**config.mk**
```make
export PLATFORM = sky130hd
export DESIGN_NAME = seq_detect_scheduler
export DESIGN_NICKNAME = d
export VERILOG_FILES = /design/src/rtl/seq_detect_scheduler.sv
export SDC_FILE = /design/constraint.sdc
export NUM_CORES = 1
export LEC_CHECK = 0
export ABC_AREA = 0
export BUFFER_PORTS_ARGS = -buffer_cell sky130_fd_sc_hd__buf_2
export CORE_ASPECT_RATIO = 1.4
export CORE_MARGIN = 2
export CORE_UTILIZATION = 50
export CTS_BUF_LIST = sky130_fd_sc_hd__clkbuf_4 sky130_fd_sc_hd__clkbuf_8
export CTS_CLUSTER_SIZE = 20
export DETAILED_ROUTE_END_ITERATION = 10
export GPL_TIMING_DRIVEN = 0
export PLACE_DENSITY_LB_ADDON = 0.05
export SYNTH_ARGS = -nofsm -noshare
export SYNTH_HDL_FRONTEND = slang
export SYNTH_SLANG_ARGS = --single-unit
```
**constraint.sdc**
```tcl
create_clock -name clock -period 2.3 [get_ports clock]
set_input_delay 0.46 -clock clock [delete_from_list [all_inputs] [get_ports clock]]
set_output_delay 0.46 -clock clock [all_outputs]
set_load 0.05 [all_outputs]
```
**src/rtl/seq_detect_scheduler.sv**
```systemverilog
// Shares one serial 11101 detector among four requesters with round-robin arbitration.
// Define SEQ_OVERLAP_EN for overlapping detection; undefined gives non-overlapping detection.
module seq_detect_scheduler (
  input  logic        clock,
  input  logic        reset,
  input  logic [3:0]  req,
  input  logic [63:0] din,
  output logic [3:0]  grant,
  output logic        busy,
  output logic        done,
  output logic [2:0]  match_cnt,
  output logic [1:0]  result_id
);

  localparam int unsigned N_REQ  = 4;
  localparam int unsigned W_ID   = 2;
  localparam int unsigned W_WORD = 16;
  localparam int unsigned W_CNT  = 3;
  localparam int unsigned W_BIT  = 4;

  typedef enum logic [1:0] {IDLE, SHIFT, DONE} ctrl_t;
  typedef enum logic [2:0] {DET_A, DET_B, DET_C, DET_D, DET_E, DET_F} det_t;

  ctrl_t              state_q, state_d;
  det_t               det_q, det_d;
  logic [W_WORD-1:0]  shift_q, shift_d;
  logic [W_BIT-1:0]   bit_cnt_q, bit_cnt_d;
  logic [W_CNT-1:0]   cnt_q, cnt_d;
  logic [W_ID-1:0]    last_q, last_d;
  logic [W_ID-1:0]    cur_q, cur_d;
  logic [N_REQ-1:0]   grant_d;
  logic               busy_d;
  logic               done_d;
  logic [W_CNT-1:0]   match_d;
  logic [W_ID-1:0]    result_d;

  logic [W_ID-1:0]    win_c;
  logic               bit_c;
  logic               hit_c;
  logic [W_CNT-1:0]   cnt_inc_c;

  // First requesting index after the last winner, wrapping modulo four.
  function automatic logic [W_ID-1:0] rr_pick(input logic [N_REQ-1:0] r,
                                               input logic [W_ID-1:0] last);
    logic [W_ID-1:0] idx;
    logic            found;
    rr_pick = last;
    found   = 1'b0;
    for (int k = 1; k <= int'(N_REQ); k++) begin
      idx = last + W_ID'(k);
      if (!found && r[idx]) begin
        rr_pick = idx;
        found   = 1'b1;
      end
    end
  endfunction

  function automatic det_t det_next(input det_t s, input logic b);
    case (s)
      DET_A:   det_next = b ? DET_B : DET_A;
      DET_B:   det_next = b ? DET_C : DET_A;
      DET_C:   det_next = b ? DET_D : DET_A;
      DET_D:   det_next = b ? DET_D : DET_E;
      DET_E:   det_next = b ? DET_F : DET_A;
`ifdef SEQ_OVERLAP_EN
      DET_F:   det_next = b ? DET_C : DET_A;
`else
      DET_F:   det_next = b ? DET_B : DET_A;
`endif
      default: det_next = DET_A;
    endcase
  endfunction

  assign win_c     = rr_pick(req, last_q);
  assign bit_c     = shift_q[W_WORD-1];
  assign hit_c     = (det_q == DET_E) && bit_c;
  assign cnt_inc_c = (hit_c && (cnt_q != {W_CNT{1'b1}})) ? cnt_q + W_CNT'(1) : cnt_q;

  // Controller next-state and registered-output values.
  always_comb begin
    state_d   = state_q;
    det_d     = det_q;
    shift_d   = shift_q;
    bit_cnt_d = bit_cnt_q;
    cnt_d     = cnt_q;
    last_d    = last_q;
    cur_d     = cur_q;
    grant_d   = grant;
    busy_d    = busy;
    done_d    = 1'b0;
    match_d   = '0;
    result_d  = '0;
    case (state_q)
      IDLE: begin
        grant_d = '0;
        busy_d  = 1'b0;
        if (|req) begin
          shift_d   = W_WORD'(din >> {win_c, 4'b0000});
          bit_cnt_d = '0;
          cnt_d     = '0;
          det_d     = DET_A;
          last_d    = win_c;
          cur_d     = win_c;
          grant_d   = N_REQ'(1) << win_c;
          busy_d    = 1'b1;
          state_d   = SHIFT;
        end
      end
      SHIFT: begin
        shift_d   = shift_q << 1;
        det_d     = det_next(det_q, bit_c);
        cnt_d     = cnt_inc_c;
        bit_cnt_d = bit_cnt_q + W_BIT'(1);
        if (bit_cnt_q == {W_BIT{1'b1}}) begin
          state_d  = DONE;
          done_d   = 1'b1;
          match_d  = cnt_inc_c;
          result_d = cur_q;
        end
      end
      DONE: begin
        state_d = IDLE;
        grant_d = '0;
        busy_d  = 1'b0;
      end
      default: begin
        state_d = IDLE;
        grant_d = '0;
        busy_d  = 1'b0;
      end
    endcase
  end

  always_ff @(posedge clock or posedge reset) begin
    if (reset) begin
      state_q   <= IDLE;
      det_q     <= DET_A;
      shift_q   <= '0;
      bit_cnt_q <= '0;
      cnt_q     <= '0;
      last_q    <= W_ID'(N_REQ - 1);
      cur_q     <= '0;
      grant     <= '0;
      busy      <= 1'b0;
      done      <= 1'b0;
      match_cnt <= '0;
      result_id <= '0;
    end else begin
      state_q   <= state_d;
      det_q     <= det_d;
      shift_q   <= shift_d;
      bit_cnt_q <= bit_cnt_d;
      cnt_q     <= cnt_d;
      last_q    <= last_d;
      cur_q     <= cur_d;
      grant     <= grant_d;
      busy      <= busy_d;
      done      <= done_d;
      match_cnt <= match_d;
      result_id <= result_d;
    end
  end

endmodule

```
==> results of run 1 <==
## path summary, 6_finish.rpt
path / startpoint / to
max: cnt_q[0]$_DFFE_PP0P_ / cnt_q[0]$_DFFE_PP0P_
min: reset / shift_q[10]$_DFFE_PP0P_
max reg2reg: cnt_q[0]$_DFFE_PP0P_ / cnt_q[0]$_DFFE_PP0P_
min reg2reg: cur_q[1]$_DFFE_PP0P_ / cur_q[1]$_DFFE_PP0P_
max in group asynchronous: reset / last_q[0]$_DFFE_PP1P_
min in group clock: din[21] / shift_q[5]$_DFFE_PP0P_
## routing by layer
layer | GRT usage, % | vias up
li1 | - | 1117
met1 | 28.41 | 1093
met5 | 0 | -
met4 | 6.576 | 0
met2 | 42.42 | 59
met3 | 3.562 | 5
## layout by cell type, fill, tap and decap left out, types with 5 or more instances in the layout
cell type  instances
buf_2             88
dfrtp_1           41
nand3_1           32
nand2_1           20
mux2i_1           19
and3_1            18
a21oi_1           18
mux2_2            17
nor2_1            14
o21ai_0            9
o211ai_2           8
o211ai_1           7
clkbuf_1           6
nand2b_1           5
clkbuf_8           5
## per-stage QoR
step	setup WS (ns)	power [mW]	hold slack (ns)	area, um^2	utilization [%]
finish	0.2326	3.885	0.01153	3209	65.27
global route	0.1203	4.152	0.01273	3209	65.27
CTS	0.2288	3.900	0.01227	3209	65.27
detailed placement	0.2573	3.194	0.3245	3073	62.49
global placement	0.2341	3.142	0.4496	3053	62.09
floorplan	0.3571	2.701	0.4381	2572	-
## Yosys cell counts (2+ instances only)
library cell   n  area [um^2]
a21o_1         2        15.01
a21oi_1       18        90.09
a22o_1         3        26.28
and3_1        18        112.6
buf_2          8        40.04
buf_4          2        15.01
buf_6          3        33.78
clkbuf_1       6        22.52
dfrtp_1       41         1026
dfstp_2        2        52.55
ha_1           3        37.54
inv_1          3        11.26
mux2_2        17        191.4
mux2i_1       19        190.2
nand2_1       20        75.07
nand2b_1       5        31.28
nand3_1       32        160.2
nand3b_1       2        15.01
nor2_1        14        52.55
nor3_1         2        10.01
o211ai_1       7        52.55
o211ai_2       8        100.1
o21ai_0        9        45.04
xor2_1         3        26.28
## sequential cells by signal, summed over array words and instances (netlist names), 3 cells and up
register and count:
bit_cnt_q 4, match_cnt 3, grant 4, det_q 3, shift_q 16, cnt_q 3
## report_power, final
group	internal [mW]	switching, mW	total, mW
clock network	0.446	0.260	0.706
logic	0.804	1.15	1.95
registers	1.05	0.176	1.23
total	2.30	1.59	3.89
## cells by family after synthesis
group,Yosys count
fa+ha+maj,3
mux,36
flops,43
buf+inv,24
compound gates,53
xor+xnor,3
simple gates,98
## layout make-up
class	instances	area (um^2)
clock inverter	2	60.06
inverter	3	11.26
tap	64	80.08
sequential	43	1079
multi-input combinational	193	1346
buffer	21	136.4
clock buffer	6	76.32
fill	435	1708
timing repair buffer	81	420.4
==> impl_metrics.tcl, run 1 <==
set metrics [dict create \
    status "complete, no violations" \
    ant_nets 0 \
    syn-cell-area_um2 2572 \
    post-dp-hpwl_um 4625 \
    regToRegSetupSlack_ns 0.23 \
    grt_overflow 0 \
    vias 2274 \
    setup_viol 0 \
    drtPass1Iterations 4 \
    end_kind "flip-flop" \
    start_util_pct 52.32 \
    diodes 0 \
    worstPathMaxFanout 5 \
    wl_per_cell_um 15.18 \
    nets 421 \
    yosysWarnings 0 \
    worstPathArrival_ns 2.24 \
    reg2regPathDepth 6 \
    tns_ns 0 \
    vias_per_cell 5.506 \
    crit_family "simple AND/OR/NAND/NOR gates" \
    cts-root-buf "clkbuf_8" \
    p_leak_nw 1.615 \
    cp_num_cells 6 \
    cts_sinks 43 \
    fin_crit_ns 2.067 \
    cellPowerDensity_nw_per_um2 1211 \
    postCtsResizedCells 0 \
    drc 0 \
    synth_top_family_by_area "simple AND/OR/NAND/NOR gates" \
    met1_length_um 2773 \
    synth_fa_ha_area_share_pct 1.459 \
    synth_nets 333 \
    topRoutingLayerUsed "met4" \
    clk_pin_slew_worst_paths_ns 0.08 \
    min-delay-path-class "in -> async" \
    gp_routability_congestion 0.7986 \
    clock.fmax_mhz 483.7 \
    cp_num_buf_inv 1 \
    drt_iter0_markers 162 \
    fp.dieH_um 88.87 \
    dp.cells 405 \
    dieArea_um2 5743 \
    ys_async_sr_fraction_pct 100.0 \
    synth_mux_area_share_pct 14.83 \
    drv_cap 0 \
    worstPathCellList "ha_1, ha_1, or4_1, clkbuf_1, a21o_1, mux2_2" \
    wl_met2_um 3198 \
    rsz0062_at_grt "no" \
    hold_viol_final 0 \
    drive_gt1_share_pct 38.68 \
    hold_buffers 0 \
    worstPathRequired_ns 2.48 \
    ys_ff_latch 43 \
    grt_pass1_vias 2223 \
    clock_skew_ns 0.007759 \
    post_cts_buffers 0 \
    routed_wl_um 6268 \
    synth-xor-area-share_pct 1.021 \
    path_class "reg -> reg" \
    min_period_over_period_pct 89.89 \
    die_w_um 64.62 \
    slew-limit-headroom_pct 69.39 \
    yosys.area_share.simple_pct 19.46 \
    irDropWorstVdd_uv 562.3 \
    grt_max_degree 43 \
    antenna_found_initial 0 \
    fin_cells 413 \
    cts_made_buffers 5 \
    crit_path_top_delay_cell "or4_1" \
    port_buffers 80 \
    synth-compound-area-share_pct 15.56 \
    placementRows 30 \
    slowest_delay_ns 0.46 \
    cts_buffer_depth 2 \
    crit_path_frequent_cell "ha_1" \
    cts_tree "done" \
    synth_edf_count 0 \
    postSynthCellCount 260 \
    dr_wl_met3_um 230 \
    area_growth_pct 24.76 \
    grt_pass1_wl_um 10350 \
    syn_avg_cell_area_um2 9.894 \
    finalMaxSlewViolations 0 \
    cp-start-kind "flip-flop" \
    ys_seq_area_share_pct 41.93 \
    htree_levels 2 \
    clk_latency_ns 0.29 \
    synth_cell_types 37 \
    pin_count 81 \
    gr-usage-all-layers_pct 23.22 \
    worstMarginPinSlew_ns 0.4591 \
    core_area_um2 4917 \
    ys.flop_type "dfrtp_1" \
]
Power figures use the tool's default switching activity.
==> run 2: changes to the inputs <==
==> constraint.sdc (replaced) <==
create_clock -name clock -period 2.3 [get_ports clock]
set_input_delay 0.115 -clock clock [delete_from_list [all_inputs] [get_ports clock]]
set_output_delay 0.115 -clock clock [all_outputs]
set_load 0.05 [all_outputs]
==> impl_metrics.tcl, run 2 (synthesized netlist as in run 1, its figures left out) <==
set metrics [dict create \
    routed_wl_um 6243 \
    power_mw 3.880 \
    cellPowerDensity_nw_per_um2 1205 \
    core_area_um2 4917 \
    worstPathMaxFanout 5 \
    gp_routability_congestion 0.7986 \
    clk_pin_slew_worst_paths_ns 0.08 \
    drv_cap 0 \
    drt_iter0_markers 153 \
    pin_count 81 \
    cts-root-buf "clkbuf_8" \
    grt_max_degree 43 \
    gr-usage-all-layers_pct 23.22 \
    cts_made_buffers 5 \
    reg_top3 "shift_q: 16 flops, bit_cnt_q: 4 flops, grant: 4 flops" \
    rsz0062_at_grt "no" \
    worstPathArrival_ns 2.24 \
    worstMarginPinSlew_ns 0.4452 \
    cts_tree "done" \
    fp.dieH_um 88.87 \
    placementRows 30 \
    port_buffers 80 \
    worstPathRequired_ns 2.48 \
    dp.cells 405 \
    hold_buffers 1 \
    start_util_pct 52.32 \
    area_growth_pct 25.15 \
    dieArea_um2 5743 \
    slew-limit-headroom_pct 70.32 \
    cp-start-kind "flip-flop" \
    grt_pass1_vias 2223 \
    p_leak_nw 1.619 \
    final_common_cell "buf_2" \
    diodes 0 \
    vias_per_cell 5.483 \
    hold_viol_final 0 \
    path_class "reg -> reg" \
    end_kind "flip-flop" \
    min_period_over_period_pct 89.89 \
    placed_area_um2 3073 \
    fin_crit_ns 2.067 \
    postCtsResizedCells 0 \
    tns_ns 0 \
    clock_skew_ns 0.007750 \
    finalMaxSlewViolations 0 \
    post-dp-hpwl_um 4625 \
    top_register "shift_q" \
    min-delay-path-class "in -> reg" \
    grt_pass1_wl_um 10350 \
    fin_cells 414 \
    ant_nets 0 \
    setup_viol 0 \
    antenna_found_initial 0 \
    regToRegSetupSlack_ns 0.23 \
    mostFrequentLayoutCells "buf_2 (88), dfrtp_1 (41), nand3_1 (32)" \
    drtPass1Iterations 4 \
    whs_ns 0.1265 \
    cts_buffer_depth 2 \
    clock.fmax_mhz 483.7 \
    vias 2270 \
    htree_levels 2 \
    grt_overflow 0 \
    finalInstanceArea_um2 3219 \
    post_cts_buffers 0 \
    irDropWorstVdd_uv 563.1 \
    drive_gt1_share_pct 38.57 \
    die_w_um 64.62 \
    nets 422 \
    cts_sinks 43 \
    drc 0 \
    status "complete, no violations" \
    wl_per_cell_um 15.08 \
    clk_latency_ns 0.29 \
    largest_reg_flops 16 \
]
[run 2: cell count changes in the layout (fill, tap and decap cells not counted), sizes merged]
| cell | change |
|---|---|
| dlygate4sd3 | +1 |
[run 2: metrics by stage]
stage                     util (%)  setup WS, ns
after detailed placement     62.49        0.2573
final                        65.47        0.2326
after CTS                    65.47        0.2288
after global placement       62.09        0.2652
after floorplan                  -        0.3571
after global routing         65.47        0.1203
[run 2: routing by layer]
layer  part of all wire (%)  vias up  global-route usage, %
met5                      0        -                      0
met4                    1.0        0                  6.576
met3                    4.0        4                  3.562
met2                     51       63                  42.42
met1                     44     1084                  28.41
li1                       -     1119                      -
[run 2: final cells by class]
cell class,instances,area (um^2)
Inverter,3,11.26
Fill cell,434,1698
Clock buffer,6,76.32
Sequential cell,43,1079
Buffer,21,136.4
Clock inverter,2,60.06
Multi-Input combinational cell,193,1346
Tap cell,64,80.08
Timing Repair Buffer,82,430.4
[run 2: report_power, final]
group          total [mW]  switching (mW)  leakage (nW)  internal (mW)
sequential           1.22           0.174         0.544           1.05
clock               0.705           0.259        0.0688          0.446
combinational        1.95            1.15          1.01          0.805
[run 2: worst paths after layout]
path | from | endpoint | cells past startpoint
worst max-delay path | cnt_q[0]$_DFFE_PP0P_ | cnt_q[0]$_DFFE_PP0P_ | 6
worst max register to register | cnt_q[0]$_DFFE_PP0P_ | cnt_q[0]$_DFFE_PP0P_ | 6
max in group asynchronous | reset | last_q[0]$_DFFE_PP1P_ | 4
worst min-delay path | din[21] | shift_q[5]$_DFFE_PP0P_ | 3
worst min register to register | cur_q[1]$_DFFE_PP0P_ | cur_q[1]$_DFFE_PP0P_ | 2
min in group asynchronous | reset | shift_q[10]$_DFFE_PP0P_ | 3
[run 2: worst max-delay path, cell delays in order, from the launching register on]
cell and delay, ns:
dfrtp_1 0.42, ha_1 0.22, ha_1 0.18, or4_1 0.46, clkbuf_1 0.19, a21o_1 0.24, mux2_2 0.27
==> run 3: changes to the inputs <==
- CORE_UTILIZATION: 50 -> 40
- clock period: 2.3 -> 2.5 ns (I/O delays scaled with it)
==> impl_metrics.tcl, run 3 (synthesized netlist as in run 1, its figures left out) <==
set metrics [dict create \
    min_period_over_period_pct 82.38 \
    cts_buffer_depth 2 \
    post-dp-hpwl_um 4811 \
    min-delay-path-class "in -> reg" \
    area_growth_pct 25.54 \
    final_common_cell "buf_2" \
    drtPass1Iterations 4 \
    cts-root-buf "clkbuf_8" \
    status "complete, no violations" \
    tns_ns 0 \
    hold_viol_final 0 \
    die_w_um 71.78 \
    fp.dieH_um 98.89 \
    worstPathRequired_ns 2.67 \
    p_leak_nw 1.619 \
    clock_skew_ns 0.009425 \
    vias_per_cell 5.353 \
    slew-limit-headroom_pct 70.90 \
    grt_pass1_vias 2296 \
    cellPowerDensity_nw_per_um2 1105 \
    rsz0062_at_grt "no" \
    r2r_start "last_q[1]$_DFFE_PP1P_" \
    pin_count 81 \
    diodes 0 \
    cts_sinks 43 \
    slowest_delay_ns 0.53 \
    irDropWorstVdd_uv 411.6 \
    vias 2259 \
    mostFrequentLayoutCells "buf_2 (88), dfrtp_1 (41), nand3_1 (32)" \
    routed_wl_um 6438 \
    cts_made_buffers 5 \
    placementRows 34 \
    drt_iter0_markers 115 \
    end_kind "flip-flop" \
    grt_max_degree 36 \
    drc 0 \
    worstPathMaxFanout 10 \
    gr-usage-all-layers_pct 19.71 \
    wl_per_cell_um 15.26 \
    holdPathStages 3 \
    path_class "reg -> reg" \
    clk_pin_slew_worst_paths_ns 0.08 \
    reg2reg_to "shift_q[3]$_DFFE_PP0P_" \
    dieArea_um2 7097 \
    clock.fmax_mhz 485.5 \
    worstPathArrival_ns 2.23 \
    grt_overflow 0 \
    fin_cells 422 \
    top_register "shift_q" \
    reg_top3 "shift_q: 16 flops, bit_cnt_q: 4 flops, grant: 4 flops" \
    clk_latency_ns 0.29 \
    finalMaxSlewViolations 0 \
    cp-start-kind "flip-flop" \
    cts_tree "done" \
    gp_routability_congestion 0.7872 \
    largest_reg_flops 16 \
    regToRegSetupSlack_ns 0.44 \
    drive_gt1_share_pct 38.57 \
    drv_cap 0 \
    worstHoldStart "din[21]" \
    postCtsResizedCells 0 \
    setup_viol 0 \
    final_core_util_pct 51.99 \
    start_util_pct 41.42 \
    ant_nets 0 \
    crit_path_top_delay_cell "dfstp_2" \
    antenna_found_initial 0 \
    htree_levels 2 \
    nets 422 \
    fin_crit_ns 2.060 \
    whs_endpoint "shift_q[5]$_DFFE_PP0P_" \
    dp.cells 413 \
    port_buffers 80 \
    finalInstanceArea_um2 3229 \
    reg2regPathDepth 8 \
    grt_pass1_wl_um 10970 \
    worstMarginPinSlew_ns 0.4366 \
    placed_area_um2 3083 \
    post_cts_buffers 0 \
    core_area_um2 6211 \
    worstPathCellList "buf_6, mux2i_1, nor2_1, nor3_4, buf_6, buf_4, mux2i_1, o211ai_2" \
]
run 3: cell counts in the layout (fill, tap and decap cells not counted):
Identical to the previous run, type by type.
run 3: how the worst max path moves through the flow:
stage                                from                     end  slack [ns]  cells past startpoint
floorplan            cnt_q[0]$_DFFE_PP0P_    cnt_q[0]$_DFFE_PP0P_        0.56                      6
global placement     cnt_q[0]$_DFFE_PP0P_    cnt_q[0]$_DFFE_PP0P_        0.46                      6
detailed placement  last_q[1]$_DFFE_PP1P_  shift_q[3]$_DFFE_PP0P_        0.46                      8
CTS                  cnt_q[0]$_DFFE_PP0P_    cnt_q[0]$_DFFE_PP0P_        0.44                      6
global route        last_q[1]$_DFFE_PP1P_  shift_q[3]$_DFFE_PP0P_        0.33                      8
finish              last_q[1]$_DFFE_PP1P_  shift_q[3]$_DFFE_PP0P_        0.44                      8
run 3: layout make-up:
class / instances / area (um^2)
inverter: 3 / 11.26
timing repair buffer: 82 / 430.4
clock buffer: 6 / 76.32
fill: 598 / 2982
multi-input combinational: 193 / 1346
clock inverter: 2 / 60.06
sequential: 43 / 1079
tap: 72 / 90.09
buffer: 21 / 136.4
run 3: per-stage QoR:
stage               setup WS [ns]  hold WS [ns]  power [mW]
floorplan                  0.5571        0.3346       2.485
global placement           0.4621        0.4303       2.926
detailed placement         0.4628       0.05173       2.955
CTS                        0.4368        0.1249       3.612
global route               0.3348        0.1431       3.845
finish                     0.4404        0.1346       3.570
run 3: worst max-delay path, delay by kind of cell (launching register included):
kind,cells,cell delay [ns]
flip-flops,1,0.53
buffers and inverters,3,0.53
multiplexers,2,0.47
AND/OR/NAND/NOR,2,0.29
AO/OA/AOI/OAI,1,0.10
run 3: what timing repair did:
action                                 CTS  global route
setup endpoints to repair                0             0
hold buffers                             1             0
endpoints found under the hold margin    8             0
run 3: report_power, final:
part,internal (mW),switching (mW)
Combinational,0.742,1.06
Sequential,0.966,0.157
Clock,0.410,0.237
run 3: metal layers:
layer,part of all wire (%),track usage [%],vias up
met5,0,0,-
met2,52,33.76,64
met1,43,23.98,1073
met3,3.9,4.090,4
li1,-,-,1118
met4,1.1,7.547,0
